### config.mk
export PLATFORM = sky130hd
export DESIGN_NAME = hub75_bcm_blanker
export DESIGN_NICKNAME = d
export VERILOG_FILES = /design/src/rtl/hub75_bcm_blanker.sv
export SDC_FILE = /design/constraint.sdc
export NUM_CORES = 1
export LEC_CHECK = 0
export ABC_AREA = 1
export BUFFER_PORTS_ARGS = -buffer_cell sky130_fd_sc_hd__buf_2
export CAP_MARGIN = 10
export CORE_ASPECT_RATIO = 0.5
export CORE_MARGIN = 5
export CORE_UTILIZATION = 41
export CTS_BUF_LIST = sky130_fd_sc_hd__clkbuf_8
export DETAILED_ROUTE_END_ITERATION = 8
export GPL_ROUTABILITY_DRIVEN = 0
export HOLD_SLACK_MARGIN = 0.15
export PLACE_DENSITY = 0.56
export SETUP_SLACK_MARGIN = 0.4
export SYNTH_ARGS = -nofsm -noshare
export SYNTH_HDL_FRONTEND = slang
export SYNTH_SLANG_ARGS = --single-unit
### constraint.sdc
create_clock -name clk -period 3.27 [get_ports clk]
set_clock_uncertainty 0.1 [all_clocks]
set_input_delay 0.981 -clock clk [delete_from_list [all_inputs] [get_ports clk]]
set_output_delay 0.981 -clock clk [all_outputs]
set_load 0.02 [all_outputs]
### src/rtl/hub75_bcm_blanker.sv
// hub75_bcm_blanker
//   HUB75 blanking / bit-code-modulation timer. After the shifter has loaded
//   and latched a bit-plane, a go strobe starts one display period. The panel
//   is first held dark for a guard time. It is then lit for 2^plane base
//   units, each (bit_len+1) cycles long. Within each unit only the first
//   on_len cycles are lit, which gives global brightness dimming.
//
// Ports
//   clk, rst         clock; asynchronous active-high reset
//   hub75_blank      panel blank (1 = dark), driven straight from a flop
//   ctrl_plane       bit-plane index; values >= N_PLANES are clamped
//   ctrl_go          start strobe
//   ctrl_abort       synchronous abort of the running plane
//   ctrl_rdy         1 while idle, so a go will be accepted
//   stat_overrun     one-cycle pulse after a go that arrived while busy
//   cfg_bcm_bit_len  base unit length minus one (L)
//   cfg_on_len       lit cycles per unit (ON)
//   cfg_guard        dark cycles before the first unit (G)
//   dbg_state        current FSM state, for observation only
//
// Handshake: a go is accepted on a clock edge where ctrl_go=1, ctrl_rdy=1
// and ctrl_abort=0. A go while ctrl_rdy=0 is dropped and reported on
// stat_overrun, unless abort is also high in that cycle. The plane index and
// all cfg_* values are captured only at acceptance.

module hub75_bcm_blanker #(
  parameter int N_PLANES = 8,
  parameter int BITLEN_W = 8,
  parameter int GUARD_W  = 4,
  localparam int PW = (N_PLANES > 1) ? $clog2(N_PLANES) : 1
) (
  input  logic                clk,
  input  logic                rst,
  output logic                hub75_blank,
  input  logic [PW-1:0]       ctrl_plane,
  input  logic                ctrl_go,
  input  logic                ctrl_abort,
  output logic                ctrl_rdy,
  output logic                stat_overrun,
  input  logic [BITLEN_W-1:0] cfg_bcm_bit_len,
  input  logic [BITLEN_W-1:0] cfg_on_len,
  input  logic [GUARD_W-1:0]  cfg_guard,
  output logic [1:0]          dbg_state
);

  localparam logic [1:0] S_IDLE  = 2'd0;
  localparam logic [1:0] S_GUARD = 2'd1;
  localparam logic [1:0] S_SHOW  = 2'd2;

  localparam logic [PW:0]         PLANE_LIM  = (PW+1)'(N_PLANES);
  localparam logic [PW-1:0]       PLANE_MAX  = PW'(N_PLANES - 1);
  localparam logic [N_PLANES-1:0] UNIT_ONE   = N_PLANES'(1);
  localparam logic [BITLEN_W-1:0] LEN_ONE    = BITLEN_W'(1);
  localparam logic [GUARD_W-1:0]  GUARD_ONE  = GUARD_W'(1);

  logic [1:0]          state, state_n;
  logic [GUARD_W-1:0]  guard_cnt, guard_n;   // guard cycles left, minus one
  logic [N_PLANES-1:0] unit_cnt, unit_n;     // units left after the current one
  logic [BITLEN_W-1:0] u_cnt, u_n;           // cycle index inside the unit
  logic [BITLEN_W-1:0] len_q, len_n;
  logic [BITLEN_W-1:0] on_q, on_n;
  logic                overrun_n;

  logic [PW-1:0]       plane_c;
  logic [N_PLANES-1:0] plane_onehot;
  logic [N_PLANES-1:0] unit_load;

  // Clamp the plane index and turn it into a unit count. The counter holds
  // the number of units remaining after the current one, so load 2^plane-1.
  always_comb begin
    plane_c = ctrl_plane;
    if ({1'b0, ctrl_plane} >= PLANE_LIM) plane_c = PLANE_MAX;
    plane_onehot = '0;
    plane_onehot[plane_c] = 1'b1;
    unit_load = plane_onehot - UNIT_ONE;
  end

  always_comb begin
    state_n   = state;
    guard_n   = guard_cnt;
    unit_n    = unit_cnt;
    u_n       = u_cnt;
    len_n     = len_q;
    on_n      = on_q;
    overrun_n = 1'b0;

    case (state)
      S_IDLE: begin
        if (ctrl_go && !ctrl_abort) begin
          len_n  = cfg_bcm_bit_len;
          on_n   = cfg_on_len;
          unit_n = unit_load;
          u_n    = '0;
          if (cfg_guard != '0) begin
            state_n = S_GUARD;
            guard_n = cfg_guard - GUARD_ONE;
          end else begin
            state_n = S_SHOW;
          end
        end
      end
      S_GUARD: begin
        if (guard_cnt == '0) begin
          state_n = S_SHOW;
          u_n     = '0;
        end else begin
          guard_n = guard_cnt - GUARD_ONE;
        end
      end
      S_SHOW: begin
        if (u_cnt == len_q) begin
          u_n = '0;
          if (unit_cnt == '0) state_n = S_IDLE;
          else                unit_n  = unit_cnt - UNIT_ONE;
        end else begin
          u_n = u_cnt + LEN_ONE;
        end
      end
      default: state_n = S_IDLE;
    endcase

    // Abort overrides everything that happens in a busy cycle, including a
    // natural end and an overrun report.
    if (state != S_IDLE) begin
      if (ctrl_abort) begin
        state_n = S_IDLE;
        guard_n = '0;
        unit_n  = '0;
        u_n     = '0;
      end else if (ctrl_go) begin
        overrun_n = 1'b1;
      end
    end
  end

  always_ff @(posedge clk or posedge rst) begin
    if (rst) begin
      state        <= S_IDLE;
      guard_cnt    <= '0;
      unit_cnt     <= '0;
      u_cnt        <= '0;
      len_q        <= '0;
      on_q         <= '0;
      hub75_blank  <= 1'b1;
      ctrl_rdy     <= 1'b1;
      stat_overrun <= 1'b0;
    end else begin
      state        <= state_n;
      guard_cnt    <= guard_n;
      unit_cnt     <= unit_n;
      u_cnt        <= u_n;
      len_q        <= len_n;
      on_q         <= on_n;
      // Outputs are loaded from next-state values so they line up exactly
      // with the state they describe.
      hub75_blank  <= !((state_n == S_SHOW) && (u_n < on_n));
      ctrl_rdy     <= (state_n == S_IDLE);
      stat_overrun <= overrun_n;
    end
  end

  assign dbg_state = state;

endmodule

# Word-level counts from Yosys, hierarchy flattened
# Index checks and enable logic that the tools add are counted.
# word_totals
regBits,41
output_inout_bits,5
# op_classes
n_lt_le_gt_ge,3
add_sub_neg,5
muxes,33
n_reduce_logical,12
n_eq_ne,4
# op_table
op,count
8-bit two-way mux,12
8-bit case mux with 3 select lines,1
4-bit two-way mux,5
8-bit case mux with 2 select lines,1
8-bit by 1-bit subtractor with 8-bit output (second input constant),2
2-bit two-way mux,7
8-bit by 1-bit adder with 8-bit output (second input constant),1
8-bit equality test,1
8-bit logical NOT,1
8-bit < comparator,1
4-bit case mux with 2 select lines,1
4-bit by 1-bit subtractor with 4-bit output (second input constant),2
2-bit case mux with 3 select lines,1
2-bit equality test (second input constant),2
2-bit logical NOT,2
4-bit logical NOT,1
3-bit by 4-bit < comparator with 1-bit output (second input constant),1
1-bit two-way mux,4
4-bit nonzero test,1
1-bit demux with 3-bit select,1
3-bit by 1-bit greater-or-equal comparator with 1-bit output (second input constant),1
1-bit logical AND,3
2-bit by 1-bit equality test with 1-bit output (second input constant),1
1-bit logical NOT,2
other kinds (2),2

# Longest topological paths before layout
# depth
word_depth,9
depth_mapped,19
ltp_nobuf,19

# Least setup slack after synthesis
# OpenSTA, ideal clock, no wires.
# synth_path
path_kind,input port to flip-flop
start,input port ctrl_abort
end,register hub75_blank
t_arrival_ps,2620
required_time_ps,3087
cell_stages,13
setup_slack_ps,467
cell_sequence,inv_1 > nand2_1 > nor2_4 > buf_2 > or2_2 > o21ai_1 > ha_1 > a21oi_1 > nor2_1 > nor2_1 > nor2_1 > nor4_1 > nand2_1
# synth_between
elab_chain_len,9
elab_cells_between_ends,16
# synth_lines
element,line_no,source
"start, declared",37,"input logic ctrl_abort,"
1-bit logical NOT,89,if (ctrl_go && !ctrl_abort) begin
1-bit logical AND,89,
8-bit two-way mux or 2-bit two-way mux (tied branches),89,
8-bit case mux with 3 select lines or 2-bit case mux with 3 select lines (tied branches),87,case (state)
8-bit two-way mux or 2-bit two-way mux (tied branches),125,if (ctrl_abort) begin
8-bit two-way mux or 2-bit two-way mux (tied branches),124,if (state != S_IDLE) begin
8-bit < comparator or 2-bit equality test (tied branches),156,hub75_blank <= !((state_n == S_SHOW) && (u_n < on_n));
1-bit logical AND *,156,
1-bit logical NOT *,156,
"end signal, assigned",156,
"end, declared",34,"output logic hub75_blank,"
# Every way passes the cells marked *; elsewhere a longest branch is shown, timed or not.
# A chain may end at the register's enable or synchronous reset.

# Final worst setup path
# layout_path
start,input port ctrl_abort
end,register hub75_blank
# layout_between
elab_chain_len,9
elab_cells_between_ends,16
# layout_lines
element,line_no,source
1-bit logical NOT,89,
1-bit logical AND,89,
8-bit two-way mux,89,
8-bit case mux with 3 select lines,87,
8-bit two-way mux,125,
8-bit two-way mux *,124,
net u_n[5],59,"logic [BITLEN_W-1:0] u_cnt, u_n;"
8-bit < comparator *,156,
1-bit logical AND *,156,
1-bit logical NOT *,156,
# Mark *: on every way through the listed nets, which the timed path passes. The rest lies on a longest branch.

==> qor.yml <==
outcome: "complete, no violations"
dieArea_um2: 8080
grt_usage_pct: 15.4
synth_top_cell_by_area: "dfrtp_1"
p_leak_nw: 1.52
hp-class: "reg -> reg"
ys_seq_area_share_pct: 39.8
wl_per_cell_um: 12.0
drc: 0
critPathKind: "in -> reg"
ys_types: 32
nNetsFinal: 426
combPwrFrac_pct: 32.9
grt_setup_unrepaired: "false"
reg2reg_from: "dbg_state[1]"
intPower_w: 0.00112
cts_max_level: 2
via_count: 2229
grt_pass1_vias: 2005
holdWs_ps: 390
tritoncts: "done"
dp_hpwl_um: 4470
slew-limit-headroom_pct: 64.1
clock_path_buffers: 2
synthesis.nets: 388
antenna_found_initial: 0
r2r_slack_ps: 720
synth-seq-cells: 41
power_frac_clock_pct: 24.7
grt_max_degree: 42
syn-cell-area_um2: 2580
min_to: "on_q[0]"
switchingPower_w: 0.000645
insertion_delay_ps: 300
synth_common_cells: "nand2_1 (81), inv_1 (55), dfrtp_1 (39)"
power.density_nw_per_um2: 592
syn_to_final_growth_pct: 15.5
postCtsSetupBuffers: 0
cts_made_buffers: 5
p_seq_share_pct: 42.4
start_kind: "primary input"
crit_family: "simple AND/OR/NAND/NOR gates"
crit_chain: "buf_2 -> inv_1 -> nand2_2 -> nand2_2 -> nand2_2 -> nor2_4 -> inv_1 -> nand2_1 -> a21oi_1 -> ha_1 -> a21oi_1 -> nor2_1 -> nor2_1 -> nor2_1 -> nor4_1 -> nand2_1"
r2r.worst_path.cells: 12
hold_buffers: 0
yosysMostFrequentCell: "nand2_1"
pin_count: 32
vias_per_cell: 4.69
synth-edff-count: 0
swShare_pct: 36.6
cap_viol_max_count: 0
start_util_pct: 42.4
syn_avg_cell_area_um2: 7.42
wirelength_um: 5710
core.rowCount: 20
coreArea_um2: 6080
clockRootBuffer: "clkbuf_8"
reg2reg_to: "hub75_blank"
yosys_warnings: 0
numClockSinks: 41
max_freq_mhz: 371
whs_path_depth: 2
final.setup.tns_ps: 0
grt_remaining_overflow: 0
dieHeight_um: 66.1
period_share_pct: 82.5
fin_crit_ps: 2700
drive_gt1_share_pct: 18.1
synth_top_area_share_pct: 37.8
clk_pin_slew_ps: 80
die_x_um: 122
n_antenna_cell: 0
cp.required_ps: 3400
worstMarginPinSlew_ps: 539
cp_max_fo: 7
grt_first_pass_wirelength_um: 9670
worst_path_max_delay_cell: "ha_1"
critPathArrivalTime_ps: 2830
portBuffers: 31
synth_flop_cell: "dfrtp_1"
async_flop_share_pct: 100
maxSlewViolCount: 0
hold_viol_final: 0
route.antenna.remaining_nets: 0
worst_path_largest_cell_delay_ps: 310
cts_resized: 0
nFillCells: 588
post_synth_inst_count: 348
drtPass1Iterations: 5
drtIter0Drc: 209
setup-violations-final: 0
cp-end-kind: "register"
peakVddDrop_v: 0.000229
hold_start: "on_q[0]"
crit_buf_inv: 3
synth_top_cells_by_area: "dfrtp_1 (38%), nand2_1 (12%), inv_1 (8.0%)"
==> stage by stage <==
step	util, %	setup WS (ps)	power [W]	instance area [µm²]	cells
after floorplan	-	467	0.00118	2580	348
after global placement	47.0	245	0.00132	2860	467
after detailed placement	47.0	157	0.00133	2860	467
after CTS	49.0	486	0.00178	2980	475
after global routing	49.0	421	0.00192	2980	475
final	49.0	571	0.00176	2980	475
==> sequential cells by signal (all words and copies together), names as in the netlist <==
name / cells
guard_cnt: 4
on_q: 8
unit_cnt: 8
hub75_blank: 1
u_cnt: 8
ctrl_rdy: 1
stat_overrun: 1
dbg_state: 2
len_q: 8
==> worst max-delay path by stage <==
stage	endpoint	from	slack [ps]	depth (start not counted)
CTS	hub75_blank	ctrl_abort	490	16
finish	hub75_blank	ctrl_abort	570	16
global route	hub75_blank	ctrl_abort	420	16
global placement	hub75_blank	ctrl_abort	250	16
floorplan	hub75_blank	ctrl_abort	470	13
detailed placement	hub75_blank	ctrl_abort	160	16
==> worst reg2reg max path, cell delays in order (launching register included) <==
cell	delay, ps
dfrtp_1	510
inv_1	200
nor2_4	230
nand2_1	170
or2_2	300
a21oi_1	170
ha_1	250
inv_1	70
nor2_1	50
nor2_1	80
nor2_1	50
nor4_1	220
nand2_1	80
==> power by group through the flow <==
stage / sequential [W] / clock, W / combinational [W]
after CTS: 0.000746 / 0.000455 / 0.000582
final: 0.000748 / 0.000436 / 0.000580
after detailed placement: 0.000756 / 0 / 0.000577
after floorplan: 0.000735 / 0 / 0.000447
after global routing: 0.000765 / 0.000476 / 0.000677
after global placement: 0.000754 / 0 / 0.000568
==> cell usage in the layout, fill, tap and decap left out <==
master,synthesis,routed
nand2_1,81,80
a31oi_1,4,4
o221ai_1,2,2
nand3_1,10,10
clkinv_4,1,1
nor3_1,4,4
o21ai_1,6,6
o21ai_0,23,23
o211ai_1,2,2
nand2_2,5,6
or2_2,8,8
buf_4,0,4
xnor2_1,4,4
nor2_1,35,35
ha_1,13,13
nor2_4,4,4
o31ai_1,1,1
nor3b_1,1,1
dfstp_2,2,2
o2111a_1,1,1
a21oi_1,23,23
clkinvlp_4,0,1
o2111ai_1,2,2
buf_2,3,31
o32ai_1,1,1
o22ai_1,1,1
bufinv_16,0,1
nand3b_1,2,2
clkbuf_8,0,6
inv_1,55,55
xor2_1,7,7
dfrtp_1,39,39
inv_2,3,3
nor2_2,3,3
nor4_1,1,1
==> metal layers <==
metal	share of wire, %	up-vias	wire, µm	global-route usage (%)
li1	-	1187	-	-
met1	53	1000	3040	22.4
met2	42	35	2400	22.3
met3	4.0	7	230	4.62
met4	0.74	0	42	3.35
met5	0	-	0	0
==> area by class of cell <==
type | instances | area (µm²) | area share, %
Inverter | 59 | 226 | 7.60
Timing Repair Buffer | 35 | 185 | 6.21
Clock inverter | 2 | 37.5 | 1.26
Sequential cell | 41 | 1030 | 34.5
Multi-Input combinational cell | 244 | 1310 | 44.0
Clock buffer | 6 | 82.6 | 2.77
Tap cell | 88 | 110 | 3.69
==> logic make-up after synthesis <==
| logic type | share of synthesized area, % |
|---|---|
| buffers and inverters | 9.50 |
| AO/OA/AOI/OAI | 14.3 |
| XOR/XNOR | 3.73 |
| AND/OR/NAND/NOR | 26.3 |
| adder cells (fa/ha/maj) | 6.30 |
| flip-flops | 39.8 |
Note: power is estimated with default switching activity, not from simulation.
